File: config.mk
export PLATFORM = sky130hd
export DESIGN_NAME = uart_rx_capture
export DESIGN_NICKNAME = d
export VERILOG_FILES = /design/src/rtl/uart_rx_capture.sv
export SDC_FILE = /design/constraint.sdc
export NUM_CORES = 1
export LEC_CHECK = 0
export ABC_AREA = 1
export BUFFER_PORTS_ARGS = -buffer_cell sky130_fd_sc_hd__buf_2
export CAP_MARGIN = 20
export CORE_MARGIN = 4
export CORE_UTILIZATION = 32
export DETAILED_ROUTE_END_ITERATION = 8
export GPL_ROUTABILITY_DRIVEN = 0
export SLEW_MARGIN = 40
export SYNTH_ARGS = -nofsm -noshare
export SYNTH_HDL_FRONTEND = slang
export SYNTH_SLANG_ARGS = --single-unit
File: constraint.sdc
create_clock -name clk -period 5.7 [get_ports clk]
set_clock_uncertainty 0.2 [all_clocks]
set_input_delay 1.14 -clock clk [delete_from_list [all_inputs] [get_ports clk]]
set_output_delay 1.14 -clock clk [all_outputs]
set_load 0.02 [all_outputs]
File: src/rtl/uart_rx_capture.sv
// UART 8N1 receiver: 2-FF synchroniser, mid-bit sampling FSM, and a small
// first-word-fall-through FIFO with sticky framing-error and overflow flags.
module uart_rx_capture #(
  parameter int CLKS_PER_BIT = 217,
  parameter int DATA_BITS    = 8,
  parameter int FIFO_DEPTH   = 16
) (
  input  logic                             clk,
  input  logic                             rst_n,
  input  logic                             rx_i,
  output logic [DATA_BITS-1:0]             data_o,
  output logic                             valid_o,
  input  logic                             ready_i,
  output logic [$clog2(FIFO_DEPTH+1)-1:0]  count_o,
  output logic                             busy_o,
  output logic                             frame_err_o,
  output logic                             overflow_o,
  input  logic                             clr_i
);

  localparam int CW = $clog2(CLKS_PER_BIT);
  localparam int IW = (DATA_BITS > 1) ? $clog2(DATA_BITS) : 1;
  localparam int PW = $clog2(FIFO_DEPTH);
  localparam int NW = $clog2(FIFO_DEPTH + 1);

  localparam logic [CW-1:0] CNT_LAST = CW'(CLKS_PER_BIT - 1);
  localparam logic [CW-1:0] CNT_HALF = CW'(CLKS_PER_BIT / 2 - 1);
  localparam logic [IW-1:0] IDX_LAST = IW'(DATA_BITS - 1);
  localparam logic [NW-1:0] CNT_FULL = NW'(FIFO_DEPTH);

  typedef enum logic [1:0] {IDLE, START, DATA, STOP} state_t;

  state_t               state;
  logic [CW-1:0]        cnt;
  logic [IW-1:0]        idx;
  logic [DATA_BITS-1:0] shreg;
  logic                 rx_m, rx_s, rx_p;

  logic [DATA_BITS-1:0] mem [FIFO_DEPTH];
  logic [PW-1:0]        wr_ptr, rd_ptr;
  logic [NW-1:0]        count;

  logic fall, stop_hit, push, ferr_set, pop, full, wr_ok;

  assign fall     = ~rx_s & rx_p;
  assign stop_hit = (state == STOP) && (cnt == CNT_LAST);
  assign push     = stop_hit & rx_s;
  assign ferr_set = stop_hit & ~rx_s;

  assign valid_o = (count != '0);
  assign count_o = count;
  assign data_o  = mem[rd_ptr];
  assign pop     = valid_o & ready_i;
  assign full    = (count == CNT_FULL);
  // A full FIFO still accepts the byte when the head leaves on the same edge.
  assign wr_ok   = push & (~full | pop);

  always_ff @(posedge clk or negedge rst_n) begin
    if (!rst_n) begin
      rx_m <= 1'b1;
      rx_s <= 1'b1;
      rx_p <= 1'b1;
    end else begin
      rx_m <= rx_i;
      rx_s <= rx_m;
      rx_p <= rx_s;
    end
  end

  always_ff @(posedge clk or negedge rst_n) begin
    if (!rst_n) begin
      state       <= IDLE;
      cnt         <= '0;
      idx         <= '0;
      shreg       <= '0;
      busy_o      <= 1'b0;
      frame_err_o <= 1'b0;
    end else begin
      frame_err_o <= ferr_set | (frame_err_o & ~clr_i);
      unique case (state)
        IDLE: begin
          if (fall) begin
            state  <= START;
            cnt    <= '0;
            busy_o <= 1'b1;
          end
        end
        START: begin
          if (cnt == CNT_HALF) begin
            if (!rx_s) begin
              state <= DATA;
              cnt   <= '0;
              idx   <= '0;
            end else begin
              state  <= IDLE;
              busy_o <= 1'b0;
            end
          end else begin
            cnt <= cnt + 1'b1;
          end
        end
        DATA: begin
          if (cnt == CNT_LAST) begin
            shreg[idx] <= rx_s;
            cnt        <= '0;
            idx        <= idx + 1'b1;
            if (idx == IDX_LAST) state <= STOP;
          end else begin
            cnt <= cnt + 1'b1;
          end
        end
        STOP: begin
          // Back to IDLE either way; a held-low line needs a new edge to restart.
          if (cnt == CNT_LAST) begin
            state  <= IDLE;
            busy_o <= 1'b0;
          end else begin
            cnt <= cnt + 1'b1;
          end
        end
        default: begin
          state  <= IDLE;
          busy_o <= 1'b0;
        end
      endcase
    end
  end

  always_ff @(posedge clk or negedge rst_n) begin
    if (!rst_n) begin
      for (int i = 0; i < FIFO_DEPTH; i++) mem[i] <= '0;
      wr_ptr     <= '0;
      rd_ptr     <= '0;
      count      <= '0;
      overflow_o <= 1'b0;
    end else begin
      overflow_o <= (push & full & ~pop) | (overflow_o & ~clr_i);
      if (wr_ok) begin
        mem[wr_ptr] <= shreg;
        wr_ptr      <= wr_ptr + 1'b1;
      end
      if (pop) rd_ptr <= rd_ptr + 1'b1;
      unique case ({wr_ok, pop})
        2'b10:   count <= count + 1'b1;
        2'b01:   count <= count - 1'b1;
        default: count <= count;
      endcase
    end
  end

endmodule
; Yosys cells after proc, flatten, opt, wreduce, memory -nomap -nowiden
; Index checks and enable logic that the tools add are counted.
[word_totals]
regBits = 168
inputBits = 5
out_inout_bits = 17
word_cells = 121
[op_classes]
addsub = 6
magnitude_cmp = 5
eq_ne = 18
muxes = 32
n_bitwise = 18
reduce_logical = 13
[op_table]
columns = operator, n
row1 = 128-bit bitwise mux, 1
row2 = 8-bit 2-to-1 mux, 8
row3 = 8-bit binary-select mux with 4-bit select, 1
row4 = 8-bit demux with 4-bit select, 1
row5 = 8-bit one-hot mux with 4 select lines, 1
row6 = 2-bit != test (second input constant), 7
row7 = 2-bit 2-to-1 mux, 6
row8 = 5-bit >= comparator (second input constant), 2
row9 = 4-bit NOT with 5-bit output, 2
row10 = 5-bit one-hot mux with 2 select lines, 1
row11 = 5-bit AND reduction, 2
row12 = 1-bit bitwise AND, 9
row13 = 3-bit 2-to-1 mux, 3
row14 = 4-bit by 1-bit adder with 4-bit output (second input constant), 2
row15 = 8-bit by 1-bit adder with 8-bit output (second input constant), 1
row16 = 8-bit bitwise mux, 1
row17 = 8-bit by 7-bit equality test with 1-bit output (second input constant), 1
row18 = 8-bit equality test (second input constant), 1
row19 = 2-bit one-hot mux with 4 select lines, 1
row20 = 2-bit equality test (second input constant), 3
row21 = 3-bit one-hot mux with 2 select lines, 1
row22 = 5-bit by 1-bit adder with 5-bit output (second input constant), 1
row23 = 5-bit equality test (second input constant), 1
row24 = 5-bit by 1-bit less-than comparator with 1-bit output (second input constant), 1
row25 = other kinds (21), 34

; Longest topological paths before layout
[depth]
word_depth = 6
depth_mapped = 18
ltp_nobuf = 18

; Worst setup path after synthesis
; Ideal clock, no wire load.
[synth_timing]
path_type = in2reg
startpoint = input port ready_i
endpoint = register count[4], in the netlist count_o[4]
setup_time_ns = 0.127
arrival_ns = 2.515
required_time_ns = 5.373
slack_ns = 2.858
stages = 14
n_path_buf = 0
path_cell_list = nand2_2 -> nand2_1 -> nand2_4 -> ha_1 -> xor2_1 -> ha_1 -> a21oi_1 -> inv_1 -> nand3_1 -> nand2_1 -> nand2_1 -> nand2_1 -> nand2_1 -> o21ai_0
[synth_via]
elab_chain_len = 5
word_cells_on_any_way = 7
classes_between = eq/ne: 2 / mux: 1 / bitwise: 3 / reduce/logical: 1
[synth_lines]
columns = element, line
row1 = from (decl), 13  ; input logic ready_i,
row2 = 1-bit bitwise AND *, 53  ; assign pop = valid_o & ready_i;
row3 = 1-bit OR, 56  ; assign wr_ok = push & (~full | pop);
row4 = 1-bit bitwise AND, 56
row5 = 2-bit by 1-bit equality test with 1-bit output or 2-bit equality test (tied branches), 143  ; unique case ({wr_ok, pop})
row6 = 5-bit one-hot mux with 2 select lines or 2-bit nonzero test (tied branches), n/a
row7 = to (signal assigned), 144  ; 2'b10: count <= count + 1'b1;
row8 = to (signal assigned), 145  ; 2'b01: count <= count - 1'b1;
row9 = to (signal assigned), 146  ; default: count <= count;
row10 = to (decl), 41  ; logic [NW-1:0] count;
; Every way passes the cells marked *; elsewhere a longest branch is shown, timed or not.
; A chain may end at the register's enable or synchronous reset.

; Final worst setup path
[layout_timing]
startpoint = register rd_ptr[0]
endpoint = output port data_o[7]
[layout_via]
elab_chain_len = 4
[layout_lines]
columns = element, line
row1 = from (decl), 40  ; logic [PW-1:0] wr_ptr, rd_ptr;
row2 = from (signal assigned), 142  ; if (pop) rd_ptr <= rd_ptr + 1'b1;
row3 = 4-bit NOT with 5-bit output (not written as such), 52  ; assign data_o = mem[rd_ptr];
row4 = 8-bit binary-select mux with 4-bit select, 52
row5 = 8-bit 2-to-1 mux (not written as such) (2 in a row), 52
row6 = to (decl), 11  ; output logic [DATA_BITS-1:0] data_o,
; No other way between the ends. The select of a mux whose other input is x is not followed.

==> out/qor.csv <==
metric,value,unit
p_switching,1520,µW
dr.max_layer_used,met4,
switching_share,39.0,%
antenna_found_initial,0,
vias_per_cell,5.17,
cts.sinks,168,
syn_nets,1117,
grt_pass1_vias,6874,
grt_pass1_wl,39400,µm
path_max_fanout,67,
die_height,171,µm
critical_path_class,reg2out,
finalSetupViolations,0,
portBuffers,21,
ant_nets,0,
root_buffer,clkbuf_16,
core_area,26200,µm²
cts_htree_levels,4,
status,completed,
met2WireLength,10900,µm
hold_path.class,reg2reg,
grt_max_degree,94,
dieWidth,171,µm
yosysWarningCount,0,
post_cts_resized,0,
hold_end,rx_s,
avgSynthCellArea,7.77,µm²
cts.path.max_buffers,2,
reg2reg_to,mem[101],
cp-end-kind,output port,
synth-edff-count,0,
dp_hpwl,15700,µm
synth.distinct_cells,32,
initial_core_util,32.6,%
drive_above_1_share,9.26,%
drc_errors,0,
rr_startpoint,cnt[0],
internal-power,2370,µW
placedCellCount,1404,
startpoint_type,flip-flop,
yosysSeqAreaShare,49.2,%
num_antenna_cells,0,
cts_setup_buffers,0,
required,4.36,ns
first_pass_iters,5,
synth.top_cell.area_share,48.3,%
io-pin-count,22,
final_cells,1437,
worst_pin_slew,0.762,ns
hold_buffers,0,
drv_cap,0,
rsz0062_at_grt,false,
maxSlewViolCount,0,
fp-row-count,59,
wl_met3,1730,µm
powerDensity,410,nW/µm²
synth_common_cells,"nand2_1, nand3_1, dfrtp_1",
maxSlewHeadroom,49.0,%
drt_iter0_drc,836,
fin_nets,1106,
arrival,2.61,ns
p_clk_share,32.1,%
p_seq_share,34.6,%
path_clk_slew,0.08,ns
p_comb_share,33.3,%
yosys_most_used_dff,dfrtp_1,
clk_latency,0.44,ns
nFillCells,2706,
whs_path_depth,0,
die_area,29400,µm²
timing.critical_path.from,rd_ptr[0],
leakage,0.00484,µW
hold_viol,0,
area_growth,11.0,%
cts_tree,yes,
post-route-period-util,69.2,%
wl_met1,11700,µm
ff2ff_setup_slack,2.80,ns
hp-start,rx_m,
overflow,0,
async_flop_share,100,%
synth_most_common_cell,nand2_1,
gr-usage-all-layers,17.2,%
via_count,7428,
netlist_instances,1100,
wl_per_cell,17.2,µm
synth_top_area_cell,dfrtp_1,
drt_wl_total,24700,µm
synth_area,8550,µm²
setup_tns,0,ns
synth_seq_cells,168,
timing.reg2reg.worst_path_depth,12,
cts_buffers,17,
clock.fmax,0.253,GHz
vdd_ir_drop_max,239,µV
fin_crit,3.95,ns
ys_top_cells_by_area,"dfrtp_1, nand2_1, nand3_1",
area by class of cell:
type                    instances  area [µm²]  area share, %
flip-flops and latches        168        4220           44.5
multi-input cells             822        3820           40.3
clock buffers                  19         443           4.67
well taps                     335         419           4.42
repair buffers                 29         208           2.19
inverters                      51         196           2.07
clock inverters                13         181           1.91
worst max-delay path: stages (launching register included):
cell      delay [ns]
dfrtp_2         0.34
buf_4           0.49
inv_4           0.39
nor2_1          0.18
nor2_1          0.05
o21ai_0         0.16
o211ai_1        0.19
nand3_1         0.13
nand2_1         0.08
buf_2           0.16
routing by layer:
metal / GRT usage, % / vias to the layer above
li1: - / 3579
met1: 25.9 / 3574
met2: 24.9 / 244
met3: 3.45 / 31
met4: 5.06 / 0
met5: 0 / -
cells by family (layout without fill, tap and decap cells):
logic type | after synthesis | in the layout | share of synthesized area, %
simple gates | 672 | 672 | 33.2
flops | 168 | 168 | 49.2
compound gates | 129 | 129 | 8.74
buf+inv | 110 | 112 | 6.13
fa+ha+maj | 12 | 12 | 1.76
xor+xnor | 9 | 9 | 0.922
worst max-delay path by stage:
stage,cells after the start,end,slack [ns]
after floorplan,14,count_o[4],2.86
after global placement,9,data_o[7],2.00
after detailed placement,9,data_o[7],2.22
after CTS,9,data_o[7],1.76
after global routing,9,data_o[7],1.47
final,9,data_o[7],1.75
power groups by stage:
stage / Clock (µW) / Combinational (µW) / Sequential (µW)
2_1_floorplan: 0 / 928 / 1350
3_3_place_gp: 0 / 1280 / 1370
3_5_place_dp: 0 / 1290 / 1370
4_1_cts: 1270 / 1290 / 1340
5_1_grt: 1320 / 1460 / 1360
6_report: 1250 / 1290 / 1350
flip-flops by register name, indices dropped and copies added, names as in the netlist, 3 cells and up, named ones only:
name / cells
cnt: 8
mem: 128
count_o: 5
wr_ptr: 4
rd_ptr: 4
shreg: 8
idx: 3
stage by stage:
stage / setup WS [ns] / cell area [µm²] / total power, µW / utilization [%] / hold slack (ns)
after floorplan: 2.86 / 8550 / 2280 / - / 0.145
after global placement: 2.00 / 8820 / 2640 / 33.6 / 0.148
after detailed placement: 2.22 / 8830 / 2660 / 33.7 / 0.154
after CTS: 1.76 / 9460 / 3910 / 36.1 / 0.166
after global routing: 1.47 / 9490 / 4140 / 36.2 / 0.169
final: 1.75 / 9490 / 3890 / 36.2 / 0.163
cell usage in the layout (no fill, tap or decap), types with 2 or more instances in the layout:
cell type  instances
dfrtp_2            9
inv_4              2
buf_4              6
inv_8              2
inv_1             45
nand4_1            3
ha_1              12
o211ai_1          23
dfrtp_1          156
dfstp_2            3
nor2_4             2
o221ai_1          10
nand2_2           18
xor2_1             8
nand3_1          175
nor2_2             3
bufinv_16          3
inv_6              6
a21oi_1            9
buf_2             20
o21ai_0           84
nand2_1          340
inv_2              2
clkinv_1           2
nor2_1           127
clkbuf_16         17
No activity file was read; power rests on OpenSTA's default activity.
